--- src/rtl/fetch_unit_pkg.sv ---
// Shared types and constants for the instruction fetch front end.
package fetch_unit_pkg;

    typedef struct packed {
        logic [31:0] pc;
        logic [31:0] insn;
    } Signals;

    typedef struct packed {
        logic [31:0] pc;
        logic [31:0] insn;
        logic        fault;
    } fetch_entry_t;

    localparam logic [31:0] NOP_INSN         = 32'h0000_0013;
    localparam logic [31:0] DEFAULT_RESET_PC = 32'h0000_0000;

    function automatic logic [31:0] align_word(input logic [31:0] addr);
        return {addr[31:2], 2'b00};
    endfunction

endpackage

--- src/rtl/fetch_fifo.sv ---
// Synchronous FIFO holding fetched {pc, insn, fault} entries; flush beats push.
module fetch_fifo
    import fetch_unit_pkg::*;
#(
    parameter int DEPTH = 2,
    localparam int CW = $clog2(DEPTH + 1),
    localparam int PW = (DEPTH > 1) ? $clog2(DEPTH) : 1
) (
    input  logic          clk,
    input  logic          rst_n,
    input  logic          push,
    input  fetch_entry_t  push_data,
    input  logic          pop,
    input  logic          flush,
    output logic [CW-1:0] count,
    output fetch_entry_t  head
);

    fetch_entry_t  mem [DEPTH];
    logic [PW-1:0] rd_ptr_q, rd_ptr_d;
    logic [PW-1:0] wr_ptr_q, wr_ptr_d;
    logic [CW-1:0] count_q, count_d;

    function automatic logic [PW-1:0] ptr_inc(input logic [PW-1:0] p);
        return (p == PW'(DEPTH - 1)) ? '0 : p + PW'(1);
    endfunction

    always_comb begin
        rd_ptr_d = rd_ptr_q;
        wr_ptr_d = wr_ptr_q;
        count_d  = count_q;
        if (flush) begin
            rd_ptr_d = '0;
            wr_ptr_d = '0;
            count_d  = '0;
        end else begin
            if (push) wr_ptr_d = ptr_inc(wr_ptr_q);
            if (pop)  rd_ptr_d = ptr_inc(rd_ptr_q);
            count_d = count_q + CW'(push) - CW'(pop);
        end
    end

    always_ff @(posedge clk or negedge rst_n) begin
        if (!rst_n) begin
            rd_ptr_q <= '0;
            wr_ptr_q <= '0;
            count_q  <= '0;
        end else begin
            rd_ptr_q <= rd_ptr_d;
            wr_ptr_q <= wr_ptr_d;
            count_q  <= count_d;
        end
    end

    // NOTE: storage has no reset; the pointers and count alone define which entries are live.
    always_ff @(posedge clk) begin
        if (push && !flush) mem[wr_ptr_q] <= push_data;
    end

    assign count = count_q;
    assign head  = mem[rd_ptr_q];

endmodule

--- src/rtl/fetch_unit.sv ---
// Instruction fetch: PC sequencing, one outstanding ROM read, fault tagging and decode buffer.
module fetch_unit
    import fetch_unit_pkg::*;
#(
    parameter logic [31:0] RESET_PC  = DEFAULT_RESET_PC,
    parameter int          ROM_WORDS = 128,
    parameter int          BUF_DEPTH = 2
) (
    input  logic        clk,
    input  logic        rst_n,
    output Signals      o_rom_signals,
    input  Signals      i_rom_signals,
    input  logic        i_redirect,
    input  logic [31:0] i_redirect_pc,
    output logic        o_valid,
    input  logic        i_ready,
    output Signals      o_signals,
    output logic        o_fetch_fault
);

    localparam int CW = $clog2(BUF_DEPTH + 1);

    logic [31:0]   pc_q, pc_d;
    logic          infl_q, infl_d;
    logic [31:0]   infl_pc_q, infl_pc_d;
    logic [CW-1:0] fifo_count;
    fetch_entry_t  fifo_head;
    fetch_entry_t  push_entry;
    logic          head_valid, push, pop, issue, infl_fault;
    logic [31:0]   redirect_pc, occupancy;
    logic          unused_inputs;

    assign unused_inputs = ^{i_rom_signals.pc, i_redirect_pc[1:0]};
    assign redirect_pc   = align_word(i_redirect_pc);
    assign infl_fault    = infl_pc_q[31:2] >= 30'(ROM_WORDS);

    // NOTE: every output of this block gets a default first so no path leaves a latch behind.
    always_comb begin
        head_valid = fifo_count != '0;
        o_valid    = head_valid && !i_redirect;
        pop        = o_valid && i_ready;
        push       = infl_q && !i_redirect;
        occupancy  = 32'(fifo_count) + 32'(infl_q) - 32'(pop);
        issue      = occupancy < 32'(BUF_DEPTH);

        push_entry.pc    = infl_pc_q;
        push_entry.insn  = infl_fault ? NOP_INSN : i_rom_signals.insn;
        push_entry.fault = infl_fault;

        pc_d               = pc_q;
        infl_d             = 1'b0;
        infl_pc_d          = infl_pc_q;
        o_rom_signals.pc   = pc_q;
        o_rom_signals.insn = '0;
        if (i_redirect) begin
            o_rom_signals.pc = redirect_pc;
            infl_d           = 1'b1;
            infl_pc_d        = redirect_pc;
            pc_d             = redirect_pc + 32'd4;
        end else if (issue) begin
            infl_d    = 1'b1;
            infl_pc_d = pc_q;
            pc_d      = pc_q + 32'd4;
        end

        o_signals.pc   = head_valid ? fifo_head.pc   : '0;
        o_signals.insn = head_valid ? fifo_head.insn : '0;
        o_fetch_fault  = head_valid && fifo_head.fault;
    end

    // NOTE: state registers use non-blocking assignments so every flop samples pre-edge values.
    always_ff @(posedge clk or negedge rst_n) begin
        if (!rst_n) begin
            pc_q      <= RESET_PC;
            infl_q    <= 1'b0;
            infl_pc_q <= '0;
        end else begin
            pc_q      <= pc_d;
            infl_q    <= infl_d;
            infl_pc_q <= infl_pc_d;
        end
    end

    fetch_fifo #(.DEPTH(BUF_DEPTH)) u_fifo (
        .clk       (clk),
        .rst_n     (rst_n),
        .push      (push),
        .push_data (push_entry),
        .pop       (pop),
        .flush     (i_redirect),
        .count     (fifo_count),
        .head      (fifo_head)
    );

endmodule

--- config.mk ---
export PLATFORM = sky130hd
export DESIGN_NAME = fetch_unit
export DESIGN_NICKNAME = d
export VERILOG_FILES = /design/src/rtl/fetch_unit_pkg.sv /design/src/rtl/fetch_fifo.sv /design/src/rtl/fetch_unit.sv
export SDC_FILE = /design/constraint.sdc
export NUM_CORES = 1
export LEC_CHECK = 0
export ABC_AREA = 1
export CAP_MARGIN = 20
export CORE_MARGIN = 2
export CORE_UTILIZATION = 50
export DETAILED_ROUTE_END_ITERATION = 10
export GPL_TIMING_DRIVEN = 0
export PLACE_DENSITY_LB_ADDON = 0.2
export SLEW_MARGIN = 10
export SYNTH_ARGS = -nofsm -noshare
export SYNTH_HDL_FRONTEND = slang
export SYNTH_SLANG_ARGS = --single-unit
--- constraint.sdc ---
create_clock -name clk -period 9.7 [get_ports clk]
set_clock_uncertainty 0.1 [all_clocks]
set_input_delay 2.91 -clock clk [delete_from_list [all_inputs] [get_ports clk]]
set_output_delay 2.91 -clock clk [all_outputs]
set_load 0.005 [all_outputs]
==> results.txt <==
Max FO, Critical Path: 10
WHS Path Cells: 0
First-pass GRT wire length: 35,670 um
FF+latch count, synth: 191
DR pass1 iterations: 6
Endpoints failing hold: 0
Total gr overflow: 0
Dpl cells: 1,450
WP data required: 6690 ps
Final core area utilization: 65.35%
Crit path max-delay family: buffers and inverters
Post-synthesis sequential area ratio: 57.76%
Core Region: 18,520 um2
Synth cell types: 38
Initial antenna violation count: 0
Clk Latency, worst-skew pair: 430 ps
Boundary Pins: 230
Layout cell share with drive strength beyond 1: 13.63%
Worst path bufs/invs: 6
Routed Antenna Nets: 0
Initial Util: 50.58%
Period utilization: 74.94%
Hold_ws: 373.8 ps
Area Overhead vs Synth: 29.20%
Fin cells: 1,481
DPL Wire Length: 16,170 um
Syn Area/Cell: 9.201 um2
Std-Cell Rows: 50
Crit end category: primary output
Port bufs: 158
Reg-to-reg slack, setup: 5520 ps
WS Path Type: in -> out
Rel. slew slack: 29.70%
Post-DR wirelength/cell: 14.95 um
Layout fillers: 1,564
GRT Util Overall: 22.90%
Slew @ Worst Pin: 1051 ps
CP Cell Sequence: buf_6, inv_8, buf_12, buf_8, or2_1, o21ai_1, inv_2, clkdlybuf4s50_1
Hold_sp: infl_pc_q[4]
Yosys warnings: 0
Power per cell area: 284.4 nW/um2
Post-CTS Hold Fix Bufs: 0
Synth Cell Area: 9366 um2
Via count: 7,228
H-tree depth reported by CTS: 4
Die extent in x: 140.9 um
DRT iter0 DRCs: 414
Worst IR Drop VDD: 0.1447 mV
Crit path DAT: 4260 ps
Avg Vias per Cell: 4.880
LEAKAGE: 5.058 nW
Post-CTS sizing: 0
N_diodes: 0
Reg-to-Reg End: pc_q[29]
Hold Path End: u_fifo.mem[0][37]
Largest net degree at the start of global routing: 36
Type of origin of the critical path: input port
Worst r2r path cells: 17
Final Power: 3.442 mW
Nets: 1,341
Critical path's slowest cell: clkdlybuf4s50_1
CTS sink count: 191
Final wirelength: 22,140 um
Unrepaired setup endpoints after global routing: false
Slew Limit Fails: 0
Max clock buf depth: 2
Final setup vio count: 0
Reg2reg start: u_fifo.count[1]
Final setup TNS: 0 ps
Final estimated routing congestion in global placement: 0.9114
DIE AREA: 19,840 um2
Max_cap viols: 0
Total CTS buffers: 17
Vias in the first global route: 6,911
Root Buffer: clkbuf_16
Mapped Cells: 1,018
HP Class: reg -> reg
Drt drc: 0
Clk slew on worst S/H paths: 70 ps
CP max stage delay: 450 ps
FMAX: 137.6 MHz
Setup Buffers After CTS: 0
Status: finished clean
Crit path time final: 7269 ps
Die height: 140.9 um
TritonCTS clock tree: yes
## flip-flops by register name (all words and copies together) (netlist names)
signal and cells:
pc_q 30, infl_pc_q 30, infl_q 1, u_fifo.rd_ptr_q 1
u_fifo.mem 126, u_fifo.wr_ptr_q 1, u_fifo.count 2
## power by group
part	total, mW	internal [mW]	leakage [nW]	switching (mW)
clock	0.734	0.433	0.298	0.301
sequential	1.30	1.17	1.97	0.133
combinational	1.41	0.574	2.79	0.832
## through the flow
step	cell area [um2]	setup WS [ps]
finish	12100	2431
CTS	12100	2434
detailed placement	11480	2441
floorplan	9498	2949
global route	12100	2399
global placement	11370	1534
## synthesized netlist by cell type (all sizes together)
cell,n,share of area [%]
nand2,366,17
edfxtp,126,40
nor2,114,5.5
inv,83,3.4
a21oi,73,3.9
dfrtp,65,17
buf,49,4.3
nand3,41,2.3
o21ai,37,2.1
clkbuf,30,1.2
nand4,7,0.47
ha,5,0.67
or2,5,0.33
a31oi,3,0.20
nor3,3,0.16
xor2,3,0.28
a21boi,2,0.16
conb,1,0.040
fa,1,0.21
nand3b,1,0.080
nor4,1,0.067
o21a,1,0.080
o21bai,1,0.080
## how the worst max path moves through the flow
stage	startpoint	to	slack [ps]	cells after the start
after floorplan	i_redirect	u_fifo.mem[0][0]	2950	6
after global routing	i_redirect	o_rom_signals[63]	2400	8
after CTS	i_redirect	o_rom_signals[63]	2430	8
after global placement	i_redirect	u_fifo.mem[1][24]	1530	6
final	i_redirect	o_rom_signals[63]	2430	8
after detailed placement	i_redirect	o_rom_signals[63]	2440	8
## cells by family after synthesis
group                      synth area share (%)
other                                   0.04004
and+or+nand+nor                           25.58
xor gates and xnor gates                 0.2806
adders and majority gates                0.8817
DFF                                       57.76
buffers and inverters                     8.937
AOI/OAI and AO/OA                         6.519
## metal layers
layer / track usage (%) / share of wire (%) / vias to the layer above
met1: 31.17 / 43 / 3304
met4: 5.263 / 1.1 / 0
met2: 38.84 / 50 / 252
li1: - / - / 3653
met3: 3.940 / 6.4 / 19
met5: 0 / 0 / -
## cell type report
class | count | area [um2] | share of cell area (%)
Buffer | 79 | 518.0 | 4.280
Clock buffer | 18 | 429.2 | 3.546
Timing Repair Buffer | 163 | 1679 | 13.88
Tap cell | 234 | 292.8 | 2.419
Clock inverter | 13 | 187.7 | 1.551
Multi-Input combinational cell | 700 | 3266 | 26.99
Sequential cell | 191 | 5410 | 44.71
Inverter | 83 | 319.1 | 2.636
## cell usage in the layout, fill, tap and decap left out, types with 7 or more instances in the layout
cell             count
clkbuf_16           17
edfxtp_1           126
nor2_1              92
nor2_4              10
nand2_4             10
clkdlybuf4s50_1    157
buf_4               37
a21oi_1             73
buf_12               7
nand3_1             40
dfrtp_1             65
nand2_1            313
o21ai_1              7
nand2_2             43
clkbuf_1            31
inv_1               77
o21ai_0             27
conb_1              36
nand4_1              7
nor2_2              12
No activity file was read; power rests on OpenSTA's default activity.
